==> config.mk <==
export PLATFORM = sky130hd
export DESIGN_NAME = cmd_loader
export DESIGN_NICKNAME = d
export VERILOG_FILES = /design/src/rtl/cmd_loader.sv
export SDC_FILE = /design/constraint.sdc
export NUM_CORES = 1
export LEC_CHECK = 0
export CAP_MARGIN = 20
export CORE_UTILIZATION = 38
export CTS_CLUSTER_DIAMETER = 150
export DETAILED_ROUTE_END_ITERATION = 12
export SYNTH_ARGS = -nofsm -noshare
export SYNTH_HDL_FRONTEND = slang
export SYNTH_SLANG_ARGS = --single-unit
==> constraint.sdc <==
create_clock -name clk -period 2 [get_ports clk]
set_input_delay 0.2 -clock clk [delete_from_list [all_inputs] [get_ports clk]]
set_output_delay 0.2 -clock clk [all_outputs]
set_load 0.02 [all_outputs]
==> src/rtl/cmd_loader.sv <==
// Command memory loader: packs a valid/ready word stream into CMD_WIDTH commands
// and writes them to consecutive addresses starting at a programmed base.
module cmd_loader #(
  parameter int WORD_WIDTH     = 32,
  parameter int CMD_WIDTH      = 128,
  parameter int CMD_ADDR_WIDTH = 16
) (
  input  logic                      clk,
  input  logic                      reset,
  input  logic                      start,
  input  logic [CMD_ADDR_WIDTH-1:0] base_addr,
  input  logic [WORD_WIDTH-1:0]     word_in,
  input  logic                      word_valid,
  input  logic                      word_last,
  output logic                      word_ready,
  output logic [CMD_WIDTH-1:0]      cmd_write,
  output logic [CMD_ADDR_WIDTH-1:0] cmd_write_addr,
  output logic                      cmd_write_enable,
  output logic                      busy,
  output logic                      done,
  output logic                      error,
  output logic [CMD_ADDR_WIDTH:0]   cmd_count,
  output logic [1:0]                state_dbg
);

  localparam int NWORDS = CMD_WIDTH / WORD_WIDTH;
  localparam int IDXW   = (NWORDS > 1) ? $clog2(NWORDS) : 1;

  // Stream handshake: a word transfers on a rising edge where word_valid and
  // word_ready are both high; word_ready is high only in LOAD.
  typedef enum logic [1:0] {
    S_IDLE  = 2'd0,
    S_LOAD  = 2'd1,
    S_WRITE = 2'd2,
    S_DONE  = 2'd3
  } state_t;

  state_t                    state_q, state_d;
  logic [IDXW-1:0]           idx_q, idx_d;
  logic [CMD_ADDR_WIDTH-1:0] addr_q, addr_d;
  logic [CMD_WIDTH-1:0]      asm_q, asm_d;
  logic                      last_q, last_d;
  logic [CMD_WIDTH-1:0]      cmd_q, cmd_d;
  logic [CMD_ADDR_WIDTH-1:0] waddr_q, waddr_d;
  logic [CMD_ADDR_WIDTH:0]   count_q, count_d;
  logic                      err_q, err_d;

  always_comb begin
    state_d = state_q;
    idx_d   = idx_q;
    addr_d  = addr_q;
    asm_d   = asm_q;
    last_d  = last_q;
    cmd_d   = cmd_q;
    waddr_d = waddr_q;
    count_d = count_q;
    err_d   = err_q;
    case (state_q)
      S_IDLE, S_DONE: begin
        if (start) begin
          addr_d  = base_addr;
          idx_d   = '0;
          asm_d   = '0;
          last_d  = 1'b0;
          count_d = '0;
          err_d   = 1'b0;
          state_d = S_LOAD;
        end
      end
      S_LOAD: begin
        if (word_valid) begin
          asm_d[int'(idx_q)*WORD_WIDTH +: WORD_WIDTH] = word_in;
          if (idx_q == IDXW'(NWORDS-1) || word_last) begin
            // Capture the finished command now so the strobe cycle sees it registered.
            last_d  = word_last;
            cmd_d   = asm_d;
            waddr_d = addr_q;
            if (idx_q != IDXW'(NWORDS-1)) err_d = 1'b1;
            state_d = S_WRITE;
          end else begin
            idx_d = idx_q + IDXW'(1);
          end
        end
      end
      S_WRITE: begin
        count_d = count_q + (CMD_ADDR_WIDTH+1)'(1);
        idx_d   = '0;
        asm_d   = '0;
        if (last_q) begin
          state_d = S_DONE;
        end else if (addr_q == '1) begin
          err_d   = 1'b1;
          state_d = S_DONE;
        end else begin
          addr_d  = addr_q + CMD_ADDR_WIDTH'(1);
          state_d = S_LOAD;
        end
      end
      default: state_d = S_IDLE;
    endcase
  end

  always_ff @(posedge clk) begin
    if (reset) begin
      state_q <= S_IDLE;
      idx_q   <= '0;
      addr_q  <= '0;
      asm_q   <= '0;
      last_q  <= 1'b0;
      cmd_q   <= '0;
      waddr_q <= '0;
      count_q <= '0;
      err_q   <= 1'b0;
    end else begin
      state_q <= state_d;
      idx_q   <= idx_d;
      addr_q  <= addr_d;
      asm_q   <= asm_d;
      last_q  <= last_d;
      cmd_q   <= cmd_d;
      waddr_q <= waddr_d;
      count_q <= count_d;
      err_q   <= err_d;
    end
  end

  assign word_ready       = (state_q == S_LOAD);
  assign cmd_write_enable = (state_q == S_WRITE);
  assign busy             = (state_q == S_LOAD) || (state_q == S_WRITE);
  assign done             = (state_q == S_DONE);
  assign error            = err_q;
  assign cmd_count        = count_q;
  assign cmd_write        = cmd_q;
  assign cmd_write_addr   = waddr_q;
  assign state_dbg        = state_q;

endmodule

==> results of run 1 <==
==> cells by family after synthesis <==
group | after synthesis | share of synthesized area [%]
fa+ha+maj | 12 | 1.13
buf+inv | 259 | 7.69
flops | 311 | 46.8
xor+xnor | 7 | 0.461
compound gates | 473 | 25.2
mux | 5 | 0.395
simple gates | 560 | 18.4
==> critical path: cells and delay by family (launching register included) <==
family           cells  cell delay [ns]
AO/OA/AOI/OAI        1             0.33
flip-flops           1             0.39
multiplexers         1             0.35
AND/OR/NAND/NOR      2             0.75
==> synthesized netlist by cell type (9+ instances only) <==
library cell / count
sky130_fd_sc_hd__a211oi_1: 38
sky130_fd_sc_hd__a21oi_1: 128
sky130_fd_sc_hd__a22o_1: 32
sky130_fd_sc_hd__a22oi_1: 96
sky130_fd_sc_hd__a2bb2oi_1: 33
sky130_fd_sc_hd__a31oi_1: 34
sky130_fd_sc_hd__buf_1: 9
sky130_fd_sc_hd__buf_2: 34
sky130_fd_sc_hd__clkbuf_1: 104
sky130_fd_sc_hd__dfxtp_1: 311
sky130_fd_sc_hd__ha_1: 12
sky130_fd_sc_hd__inv_1: 107
sky130_fd_sc_hd__nand2_1: 254
sky130_fd_sc_hd__nand3_1: 11
sky130_fd_sc_hd__nand4_1: 13
sky130_fd_sc_hd__nor2_1: 187
sky130_fd_sc_hd__nor2b_1: 31
sky130_fd_sc_hd__nor3_1: 9
sky130_fd_sc_hd__o21ai_0: 12
sky130_fd_sc_hd__o32ai_1: 65
==> routing by layer <==
metal	track usage [%]	routed length (um)	up-vias
met4	6.51	997	0
li1	-	-	6104
met2	35.2	19400	409
met3	3.11	2790	58
met1	33.7	20000	6110
met5	0	0	-
==> state kept, by name, summed over array words and instances, names as in the netlist <==
register	count
asm_q	128
addr_q	16
cmd_count	17
idx_q	2
last_q	1
error	1
state_dbg	2
cmd_write_addr	16
cmd_write	128
==> report_power, final <==
group	switching, mW	leakage [nW]	total [mW]	internal [mW]
clock network	2.53	0.525	6.02	3.49
logic	1.57	3.24	2.58	1.01
registers	0.128	2.51	6.51	6.39
==> cell type report <==
type / count / area (um2)
clock inverter: 8 / 55.1
timing repair buffer: 319 / 3280
sequential: 311 / 6230
inverter: 109 / 413
clock buffer: 50 / 1000
fill: 3329 / 16400
tap: 455 / 569
multi-input combinational: 1057 / 6570
==> timing repair <==
item,in CTS,in global routing
setup buffers,0,1
pin swaps,0,1
setup endpoints to repair,2,132
gates cloned,0,2
resized for setup,4,35
==> worst min-delay path by stage <==
stage / start / slack [ns] / to
2_1_floorplan: base_addr[0] / 0.34 / addr_q[0]
3_3_place_gp: cmd_write_addr[15] / 0.44 / cmd_write_addr[15]
3_5_place_dp: cmd_write[19] / 0.45 / cmd_write[19]
4_1_cts: reset / 0.11 / cmd_write_addr[7]
5_1_grt: reset / 0.14 / cmd_write_addr[7]
6_report: reset / 0.11 / cmd_write_addr[15]
==> metrics.log, run 1 <==
[metrics] number of cells on the worst reg-to-reg path: 4
[metrics] CP Data Arrival Time: roughly 2.3 ns
[metrics] largest area contributor in the netlist: sky130_fd_sc_hd__dfxtp_1
[metrics] maxcap violations: 0
[metrics] CTS sink count: 311
[metrics] share of post-route cells with drive strength above 1: between 10% and 20%
[metrics] largest stage delay on the critical path: ~0.59 ns
[metrics] Bufs on Longest Clock Path: 3
[metrics] Final Hold Vio Count: 0
[metrics] area fraction of the dominant cell type after synthesis: 46.8%
[metrics] Crit Path Class: register to register
[metrics] cell count after placement: approximately 2200
[metrics] post-synthesis sequential area ratio: 46.8%
[metrics] number of buffers inserted during clock tree synthesis: 35
[metrics] number of synthesized register bits: roughly 310
[metrics] worst hold margin: roughly 0.11 ns
[metrics] Final Skew: roughly 0.024 ns
[metrics] synth warn: 0
[metrics] clock latency at the later pin of the worst-skew pair: roughly 0.52 ns
[metrics] Worst Path Max Fanout: 4
[metrics] first-pass iteration count of the detailed router: 5
[metrics] most common library cell in the layout ignoring fill and taps: sky130_fd_sc_hd__dfxtp_1
[metrics] layout net count: around 1900
[metrics] Hold WC Path Type: input port to register
[metrics] critical register-to-register path endpoint: error
[metrics] Pwr Total: between 15 and 20 mW
[metrics] Via Count: around 13000
[metrics] Worst path slowest cell: sky130_fd_sc_hd__or4_4
[metrics] maximum resistive drop on vdd: roughly 0.66 mV
[metrics] setup total negative slack: 0 ns
[metrics] Iteration-0 DRC Markers: 1200
[metrics] final setup violation count: 0
[metrics] slack of the worst reg-to-reg path: approximately 0.073 ns
[metrics] slew of the pin with the lowest slew margin: approximately 0.54 ns
[metrics] Setup crit end kind: register
[metrics] first-pass GRT wire length: roughly 66000 um
[metrics] relative slew slack: 64.2%
[metrics] quantity of hold-fixing buffers added after cts: 0
[metrics] DP Wirelength: 28900 um
[metrics] critical path required time: approximately 2.4 ns
[metrics] antenna violations before repair: 0
[metrics] cell leakage power: between 6 and 7 nW
[metrics] area overhead of the layout relative to synthesis: 36.2%
[metrics] number of pins exceeding their max-slew limit in the final report: 0
[metrics] ant diodes: 0
[metrics] cells after synthesis: between 1500 and 2000
[metrics] main area contributors after synthesis: sky130_fd_sc_hd__dfxtp_1 (47%), sky130_fd_sc_hd__nand2_1 (7.2%), sky130_fd_sc_hd__a22oi_1 (5.4%)
[metrics] WHS Path Cells: 2
[metrics] Finished Layout Cells: between 2000 and 2500
[metrics] Mean Syn Cell Area: roughly 8.2 um2
[metrics] Net Count, Synth: ~1700
[metrics] placer congestion estimate: about 0.9
[metrics] area of the core: between 30000 and 40000 um2
[metrics] master cell of the clock root buffer: sky130_fd_sc_hd__clkbuf_16
[metrics] total routing resource utilization after global routing: between 20 and 25%
[metrics] cell-by-cell listing of the critical path: nand4_2 > or4_4 > a221oi_2 > mux2_1
[metrics] vias per inst: ~5.5
[metrics] power density normalized to cell area: 833 nW/um2
[metrics] Routed wire per std cell: between 15 and 20 um
[metrics] Post-Syn Area: between 10000 and 15000 um2
[metrics] crit path capture: error
[metrics] total overflow reported by the global router: 0
[metrics] remaining design rule violation count: 0
[metrics] most frequent cells in the layout: sky130_fd_sc_hd__dfxtp_1 (306), sky130_fd_sc_hd__nand2_1 (252), sky130_fd_sc_hd__clkdlybuf4s50_1 (216), sky130_fd_sc_hd__nor2_1 (187), sky130_fd_sc_hd__a21oi_1 (128)
[metrics] number of different library cells in the post-synthesis netlist: 60
[metrics] min Tclk post-route: 1.93 ns
[metrics] startpoint class of the critical path: register
[metrics] number of enable-type register cells in the synthesized netlist: 0
[metrics] Final Core Density: ~52%
[metrics] Die X-Extent: roughly 190 um
[metrics] Clock transition at path regs: roughly 0.06 ns
[metrics] reg2reg start: addr_q[14]
[metrics] run status: finished clean
[metrics] Final Worst Setup Slack: between 0.07 and 0.08 ns
[metrics] number of buffers added on ports: 220
[metrics] chip height: between 150 and 200 um
[metrics] Routed Wire Length: around 43000 um
[metrics] unrepaired setup endpoints after global routing: yes
[metrics] count of pins on the block boundary: around 220
[metrics] TritonCTS clock tree: done
[metrics] count of nets left with antenna violations after detail routing: 0
[metrics] CTS H-tree lvls: 2
[metrics] die footprint: between 30000 and 40000 um2
[metrics] final clock period utilization by the worst path: a little over nine tenths
[metrics] worst slack at placement: roughly 0.029 ns
[metrics] post-route cell area: approximately 18000 um2
[metrics] Max Clock Freq: 519 MHz
[metrics] area of placed instances: around 17000 um2
[metrics] standard-cell row count: between 60 and 70
[metrics] Primary FF master, synth: sky130_fd_sc_hd__dfxtp_1
[metrics] proportion of synthesized flip-flops having asynchronous set or reset: 0%
[metrics] number of global-route vias before repair: 11600
[metrics] Critical Path Source: addr_q[14]
[metrics] starting utilization of the core area: about two fifths
[metrics] maximum number of pins on one net before global-route repair: 116
Note: power is estimated with default switching activity, not from simulation.
==> inputs of run 2 (changes only) <==
--- a/config.mk
+++ b/config.mk
@@ -9,6 +9,7 @@
 export CORE_UTILIZATION = 38
 export CTS_CLUSTER_DIAMETER = 150
 export DETAILED_ROUTE_END_ITERATION = 12
+export SETUP_SLACK_MARGIN = 0.5
 export SYNTH_ARGS = -nofsm -noshare
 export SYNTH_HDL_FRONTEND = slang
 export SYNTH_SLANG_ARGS = --single-unit
==> run 2 against run 1 <==
Net effect: count of clock-buffer cells in the layout did not move; final area is 15% higher; routed wire length grew 11%; register-to-register slack gained 0.02 ns; clock power is essentially flat; hold slack got worse by 0.086 ns; utilization increased by 7.6 points; combinational power grew 29%; critical endpoint is now cmd_write[25]; highest routed layer unchanged.
==> metrics.log, run 2 (synthesized netlist as in run 1, its figures left out) <==
[metrics] Via Count: 13300 (was 12700)
[metrics] number of cells on the worst reg-to-reg path: 9 (was 4)
[metrics] CTS sink count: 311 (unchanged)
[metrics] Sequential cell area: 6260 um2 (was 6230 um2)
[metrics] Routed wire per std cell: 20.0 um (was 18.7 um)
[metrics] slew of the pin with the lowest slew margin: 0.734 ns (was 0.537 ns)
[metrics] startpoint class of the critical path: register (unchanged)
[metrics] Setup crit end kind: register (unchanged)
[metrics] min-delay src: reset (unchanged)
[metrics] die footprint: 35800 um2 (unchanged)
[metrics] Final Core Density: 60.1% (was 52.5%)
[metrics] cell count after placement: 2256 (was 2248)
[metrics] quantity of hold-fixing buffers added after cts: 0 (unchanged)
[metrics] number of buffers added on ports: 220 (unchanged)
[metrics] Final Worst Setup Slack: 0.0893 ns (was 0.0734 ns)
[metrics] net switching power figure: 4.54 mW (was 4.23 mW)
[metrics] final setup violation count: 0 (unchanged)
[metrics] worst slack at placement: 0.0191 ns (was 0.0285 ns)
[metrics] most frequent cell on the critical path: sky130_fd_sc_hd__buf_4
[metrics] Routed Wire Length: 47800 um (was 43200 um)
[metrics] Die X-Extent: 189 um (unchanged)
[metrics] most common library cell in the layout ignoring fill and taps: sky130_fd_sc_hd__dfxtp_1 (unchanged)
[metrics] TritonCTS clock tree: done (unchanged)
[metrics] Min-Delay Endpoint: asm_q[63] (was cmd_write_addr[15])
[metrics] ant diodes: 0 (unchanged)
[metrics] Hold WC Path Type: input port to register (unchanged)
[metrics] critical register-to-register path endpoint: cmd_write[25] (was error)
[metrics] number of buffers inserted during clock tree synthesis: 34 (was 35)
[metrics] placer congestion estimate: 0.905 (was 0.888)
[metrics] master cell of the clock root buffer: sky130_fd_sc_hd__clkbuf_16 (unchanged)
[metrics] largest stage delay on the critical path: 0.35 ns (was 0.59 ns)
[metrics] starting utilization of the core area: 38.5% (unchanged)
[metrics] antenna violations before repair: 0 (unchanged)
[metrics] CP Data Arrival Time: 2.33 ns (about the same)
[metrics] slack of the worst reg-to-reg path: 0.09 ns (was 0.07 ns)
[metrics] area of placed instances: 17100 um2 (was 16800 um2)
[metrics] WHS Path Cells: 2 (unchanged)
[metrics] Iteration-0 DRC Markers: 995 (was 1200)
[metrics] number of pins exceeding their max-slew limit in the final report: 0 (unchanged)
[metrics] final clock period utilization by the worst path: 95.5% (was 96.3%)
[metrics] fraction of power spent switching nets: 28.6% (was 28.0%)
[metrics] Worst Path Max Fanout: 14 (was 4)
[metrics] vias per inst: 5.57 (was 5.49)
[metrics] share of post-route cells with drive strength above 1: 23.2% (was 12.7%)
[metrics] standard-cell row count: 68 (unchanged)
[metrics] power density normalized to cell area: 765 nW/um2 (was 833 nW/um2)
[metrics] Bufs on Longest Clock Path: 3 (unchanged)
[metrics] reg2reg start: idx_q[1] (was addr_q[14])
[metrics] multi-input logic area: 8000 um2 (was 6570 um2)
[metrics] count of nets left with antenna violations after detail routing: 0 (unchanged)
[metrics] Clock transition at path regs: 0.06 ns (about the same)
[metrics] Finished Layout Cells: 2385 (was 2309)
[metrics] setup total negative slack: 0 ns (unchanged)
[metrics] remaining design rule violation count: 0 (unchanged)
[metrics] Final Hold Vio Count: 0 (unchanged)
[metrics] count of pins on the block boundary: 221 (unchanged)
[metrics] min Tclk post-route: 1.91 ns (was 1.93 ns)
[metrics] maximum resistive drop on vdd: 0.554 mV (was 0.662 mV)
[metrics] run status: finished clean (unchanged)
[metrics] cell leakage power: 7.07 nW (was 6.28 nW)
[metrics] area overhead of the layout relative to synthesis: 56.0% (was 36.2%)
[metrics] first-pass GRT wire length: 70700 um (was 65800 um)
[metrics] layout net count: 1976 (was 1898)
[metrics] post-route cell area: 20800 um2 (was 18100 um2)
[metrics] relative slew slack: 51.1% (was 64.2%)
[metrics] cell-by-cell listing of the critical path: inv_4 > ha_4 > buf_4 > nor4bb_4 > buf_4 > buf_12 > a22o_1 > nand2_1 > a21oi_1 (was nand4_2 > or4_4 > a221oi_2 > mux2_1)
[metrics] clock latency at the later pin of the worst-skew pair: 0.51 ns (was 0.52 ns)
[metrics] Max Clock Freq: 523 MHz (was 519 MHz)
[metrics] design internal power: 11.3 mW (was 10.9 mW)
[metrics] DP Wirelength: 29000 um (was 28900 um)
[metrics] fraction of power consumed by combinational cells: 21.0% (was 17.1%)
[metrics] total overflow reported by the global router: 0 (unchanged)
[metrics] maximum number of pins on one net before global-route repair: 100 (was 116)
[metrics] final-layout fill cell count: 3018 (was 3329)
[metrics] first-pass iteration count of the detailed router: 5 (unchanged)
[metrics] maxcap violations: 0 (unchanged)
[metrics] CTS H-tree lvls: 2 (unchanged)
[metrics] total routing resource utilization after global routing: 24.9% (was 23.0%)
[metrics] clock network power share: 37.9% (was 39.8%)
[metrics] chip height: 189 um (unchanged)
[metrics] critical path required time: 2.42 ns (was 2.40 ns)
[metrics] Worst path slowest cell: sky130_fd_sc_hd__dfxtp_2 (was sky130_fd_sc_hd__or4_4)
[metrics] Final Skew: 0.0205 ns (was 0.0241 ns)
[metrics] Crit Path Class: register to register (unchanged)
[metrics] unrepaired setup endpoints after global routing: yes (unchanged)
[metrics] sequential share of power: 41.1% (was 43.1%)
[metrics] number of global-route vias before repair: 12300 (was 11600)
[metrics] most frequent cells in the layout: sky130_fd_sc_hd__dfxtp_1 (296), sky130_fd_sc_hd__nand2_1 (246), sky130_fd_sc_hd__clkdlybuf4s50_1 (215), sky130_fd_sc_hd__nor2_1 (184), sky130_fd_sc_hd__a21oi_1 (112) (was sky130_fd_sc_hd__dfxtp_1 (306), sky130_fd_sc_hd__nand2_1 (252), sky130_fd_sc_hd__clkdlybuf4s50_1 (216), sky130_fd_sc_hd__nor2_1 (187), sky130_fd_sc_hd__a21oi_1 (128))
[metrics] area of the core: 34500 um2 (unchanged)
-- run 2: cell count changes in the layout (fill, tap and decap cells not counted), sizes merged --
cell	previous run	this run
clkbuf	54	56
dlygate4sd2	1	0
buf	97	175
clkdlybuf4s50	216	215
bufbuf	0	1
clkinv	8	5
dlymetal6s2s	1	0
clkdlybuf4s15	0	1
-- run 2: timing repair --
item,CTS,global route
gates resized for setup,128,175
buffers inserted,19,36
gates cloned,12,7
endpoints found under the setup margin,479,479
pin swaps,25,33
-- run 2: worst max path at each step --
stage                    from             end  slack (ns)  cells after the start
floorplan           addr_q[1]           error         0.1                      5
global placement        start       asm_q[21]        0.06                      7
detailed placement   idx_q[1]   cmd_write[98]        0.02                      7
CTS                  idx_q[1]  cmd_write[119]        0.12                      7
global route         idx_q[1]   cmd_write[25]      -0.009                      9
finish               idx_q[1]   cmd_write[25]        0.09                      9
-- run 2: metrics by stage --
stage	power, mW	hold slack [ns]
floorplan	8.09	0.340
global placement	9.30	0.445
detailed placement	9.31	0.448
CTS	15.6	0.00964
global route	16.5	0.0365
finish	15.9	0.0288
-- run 2: cell type report --
cell class / count / area share [%]
multi-input combinational: 1057 / 38.5
sequential: 311 / 30.2
timing repair buffer: 398 / 21.5
clock buffer: 50 / 4.89
tap: 455 / 2.74
inverter: 109 / 2.04
clock inverter: 5 / 0.139
-- run 2: worst max-delay path: cells and delay by family (launching register included) --
family	cells	cell delay, ns
buffers and inverters	4	0.53
adders and majority gates	1	0.23
and+or+nand+nor	2	0.40
DFF	1	0.35
AOI/OAI and AO/OA	2	0.30
-- run 2: power groups by stage --
stage	logic (mW)	clock network, mW	registers, mW
global placement	2.65	0	6.64
CTS	2.95	6.13	6.52
finish	3.34	6.02	6.53
global route	3.52	6.39	6.55
detailed placement	2.66	0	6.65
floorplan	1.34	0	6.75
-- run 2: routing by layer --
layer	share of wire [%]	GRT usage [%]	routed length [um]
met1	46	36.0	21800
met2	46	38.4	22200
met3	6.1	3.58	2900
met4	1.9	6.73	927
met5	0	0	0
==> inputs of run 3 (changes only) <==
--- a/config.mk
+++ b/config.mk
@@ -9,7 +9,10 @@
 export CORE_UTILIZATION = 38
 export CTS_CLUSTER_DIAMETER = 150
 export DETAILED_ROUTE_END_ITERATION = 12
+export MAX_ROUTING_LAYER = met4
+export REMOVE_ABC_BUFFERS = 1
 export SETUP_SLACK_MARGIN = 0.5
 export SYNTH_ARGS = -nofsm -noshare
 export SYNTH_HDL_FRONTEND = slang
 export SYNTH_SLANG_ARGS = --single-unit
+export TNS_END_PERCENT = 30
==> run 3 against run 2 <==
Net effect: first-iteration DRC count increased by 0.40%; largest power group is now clock; power increased by 7.9%; clock power increased by 10%.
==> metrics.log, run 3 (synthesized netlist as in run 1, its figures left out) <==
[metrics] layout net count: 1998 (was 1976)
[metrics] total overflow reported by the global router: 0 (unchanged)
[metrics] min Tclk post-route: 2.00 ns (was 1.91 ns)
[metrics] chip height: 189 um (unchanged)
[metrics] Worst path slowest cell: sky130_fd_sc_hd__or3b_4 (was sky130_fd_sc_hd__dfxtp_2)
[metrics] TritonCTS clock tree: done (unchanged)
[metrics] relative slew slack: 57.9% (was 51.1%)
[metrics] cell family with most CP delay: simple AND/OR/NAND/NOR gates (was buffers and inverters)
[metrics] number of pins exceeding their max-slew limit in the final report: 0 (unchanged)
[metrics] standard-cell row count: 68 (unchanged)
[metrics] first-pass GRT wire length: 74300 um (was 70700 um)
[metrics] antenna violations before repair: 0 (unchanged)
[metrics] total routing resource utilization after global routing: 26.9% (was 24.9%)
[metrics] CTS H-tree lvls: 2 (unchanged)
[metrics] share of post-route cells with drive strength above 1: 27.6% (was 23.2%)
[metrics] CP Data Arrival Time: 2.44 ns (was 2.33 ns)
[metrics] Finished Layout Cells: 2413 (was 2385)
[metrics] final-layout fill cell count: 2684 (was 3018)
[metrics] CTS sink count: 311 (unchanged)
[metrics] die footprint: 35800 um2 (unchanged)
[metrics] Iteration-0 DRC Markers: 999 (was 995)
[metrics] most frequent cells in the layout: sky130_fd_sc_hd__dfxtp_1 (299), sky130_fd_sc_hd__nand2_1 (247), sky130_fd_sc_hd__clkdlybuf4s50_1 (200), sky130_fd_sc_hd__nor2_1 (183), sky130_fd_sc_hd__a21oi_1 (104) (was sky130_fd_sc_hd__dfxtp_1 (296), sky130_fd_sc_hd__nand2_1 (246), sky130_fd_sc_hd__clkdlybuf4s50_1 (215), sky130_fd_sc_hd__nor2_1 (184), sky130_fd_sc_hd__a21oi_1 (112))
[metrics] final setup violation count: 0 (unchanged)
[metrics] DP Wirelength: 25900 um (was 29000 um)
[metrics] maximum number of pins on one net before global-route repair: 127 (was 100)
[metrics] Bufs on Longest Clock Path: 3 (unchanged)
[metrics] Worst path depth: 8 (was 9)
[metrics] starting utilization of the core area: 38.5% (unchanged)
[metrics] master cell of the clock root buffer: sky130_fd_sc_hd__clkbuf_16 (unchanged)
[metrics] ant diodes: 0 (unchanged)
[metrics] cell-by-cell listing of the critical path: inv_2 > ha_4 > or3b_4 > buf_12 > buf_16 > o32ai_4 > a22oi_1 > nor2_1 (was inv_4 > ha_4 > buf_4 > nor4bb_4 > buf_4 > buf_12 > a22o_1 > nand2_1 > a21oi_1)
[metrics] area of the core: 34500 um2 (unchanged)
[metrics] cell count after placement: 2256 (unchanged)
[metrics] WHS Path Cells: 2 (unchanged)
[metrics] Die X-Extent: 189 um (unchanged)
[metrics] clock latency at the later pin of the worst-skew pair: 0.53 ns (was 0.51 ns)
[metrics] first-pass iteration count of the detailed router: 5 (unchanged)
[metrics] Crit Path Class: register to register (unchanged)
[metrics] run status: finished clean (unchanged)
[metrics] cell leakage power: 7.79 nW (was 7.07 nW)
[metrics] count of nets left with antenna violations after detail routing: 0 (unchanged)
[metrics] final clock period utilization by the worst path: 99.9% (was 95.5%)
[metrics] Routed Wire Length: 50400 um (was 47800 um)
[metrics] Pwr Total: 17.1 mW (was 15.9 mW)
[metrics] number of global-route vias before repair: 13200 (was 12300)
[metrics] buffers plus inverters on the worst setup path: 3 (was 4)
[metrics] Final Skew: 0.0206 ns (was 0.0205 ns)
[metrics] remaining design rule violation count: 0 (unchanged)
[metrics] maxcap violations: 0 (unchanged)
[metrics] vias per inst: 5.68 (was 5.57)
[metrics] maximum resistive drop on vdd: 0.522 mV (was 0.554 mV)
[metrics] slew of the pin with the lowest slew margin: 0.631 ns (was 0.734 ns)
[metrics] Worst Path Max Fanout: 5 (was 14)
[metrics] number of buffers inserted during clock tree synthesis: 36 (was 34)
[metrics] Routed wire per std cell: 20.9 um (was 20.0 um)
[metrics] Clock transition at path regs: 0.06 ns (about the same)
[metrics] worst slack at placement: -0.0504 ns (was 0.0191 ns)
[metrics] Final Core Density: 64.4% (was 60.1%)
[metrics] area overhead of the layout relative to synthesis: 67.1% (was 56.0%)
[metrics] Final Worst Setup Slack: 0.00139 ns (was 0.0893 ns)
[metrics] Final Hold Vio Count: 0 (unchanged)
[metrics] number of cells on the worst reg-to-reg path: 8 (was 9)
[metrics] Setup crit end kind: register (unchanged)
[metrics] count of pins on the block boundary: 221 (unchanged)
[metrics] most common library cell in the layout ignoring fill and taps: sky130_fd_sc_hd__dfxtp_1 (unchanged)
[metrics] power density normalized to cell area: 770 nW/um2 (was 765 nW/um2)
[metrics] critical path required time: 2.44 ns (was 2.42 ns)
[metrics] placer congestion estimate: 0.881 (was 0.905)
[metrics] largest stage delay on the critical path: 0.45 ns (was 0.35 ns)
[metrics] unrepaired setup endpoints after global routing: yes (unchanged)
[metrics] startpoint class of the critical path: register (unchanged)
[metrics] Max Clock Freq: 500 MHz (was 523 MHz)
[metrics] Via Count: 13700 (was 13300)
[metrics] worst hold margin: 0.0757 ns (was 0.0288 ns)
[metrics] number of buffers added on ports: 220 (unchanged)
[metrics] Hold WC Path Type: input port to register (unchanged)
==> run 3: cell types whose count changed in the layout (fill, tap and decap cells not counted), sizes merged <==
cell	previous run	this run
bufinv	0	3
clkinvlp	1	0
dlygate4sd2	0	1
bufbuf	1	2
clkinv	5	10
dlymetal6s2s	0	15
clkdlybuf4s15	1	0
buf	175	195
clkdlybuf4s50	215	200
==> run 3: layout make-up <==
type	count	area, um2	area share (%)
Clock inverter	12	143	0.641
Multi-Input combinational cell	1057	8700	39.1
Sequential cell	311	6250	28.1
Tap cell	455	569	2.56
Clock buffer	51	1040	4.67
Inverter	109	414	1.86
Timing Repair Buffer	418	5130	23.1
==> run 3: worst reg2reg max path, cell delays in order (launching register included) <==
cell,delay (ns)
sky130_fd_sc_hd__dfxtp_2,0.33
sky130_fd_sc_hd__inv_2,0.06
sky130_fd_sc_hd__ha_4,0.24
sky130_fd_sc_hd__or3b_4,0.45
sky130_fd_sc_hd__buf_12,0.17
sky130_fd_sc_hd__buf_16,0.15
sky130_fd_sc_hd__o32ai_4,0.27
sky130_fd_sc_hd__a22oi_1,0.13
sky130_fd_sc_hd__nor2_1,0.13
==> run 3: per-stage QoR <==
stage	area (um2)	TNS [ns]
6_report	22200	0
5_1_grt	22200	-0.598
2_1_floorplan	12700	-624.04
4_1_cts	20500	0
3_3_place_gp	16600	-0.0475
3_5_place_dp	16600	-1.55
==> run 3: worst paths after layout <==
| kind | end | from | slack [ns] |
|---|---|---|---|
| setup / recovery | asm_q[124] | idx_q[1] | 0.001 |
| hold / removal | cmd_count[1] | reset | 0.08 |
| setup reg to reg | asm_q[124] | idx_q[1] | 0.001 |
| hold reg to reg | cmd_write[11] | cmd_write[11] | 0.45 |
==> run 3: routing by layer <==
layer,share of wire [%],GRT usage [%]
met1,43,35.1
met2,48,42.9
met3,6.7,4.91
met4,2.4,6.54
met5,0,-
==> run 3: repair_timing <==
| action | in CTS | in global routing |
|---|---|---|
| cloned | 27 | 6 |
| hold buffers | 0 | 0 |
| buffers inserted | 39 | 22 |
| setup endpoints to repair | 479 | 479 |
| resized for setup | 279 | 250 |
| pin swaps | 129 | 255 |
==> run 3: power breakdown <==
part | switching, mW | internal [mW] | total [mW] | leakage, nW
sequential | 0.134 | 6.39 | 6.52 | 2.52
clock | 2.63 | 4.00 | 6.63 | 0.587
combinational | 2.16 | 1.83 | 3.98 | 4.68
total | 4.92 | 12.2 | 17.1 | 7.79
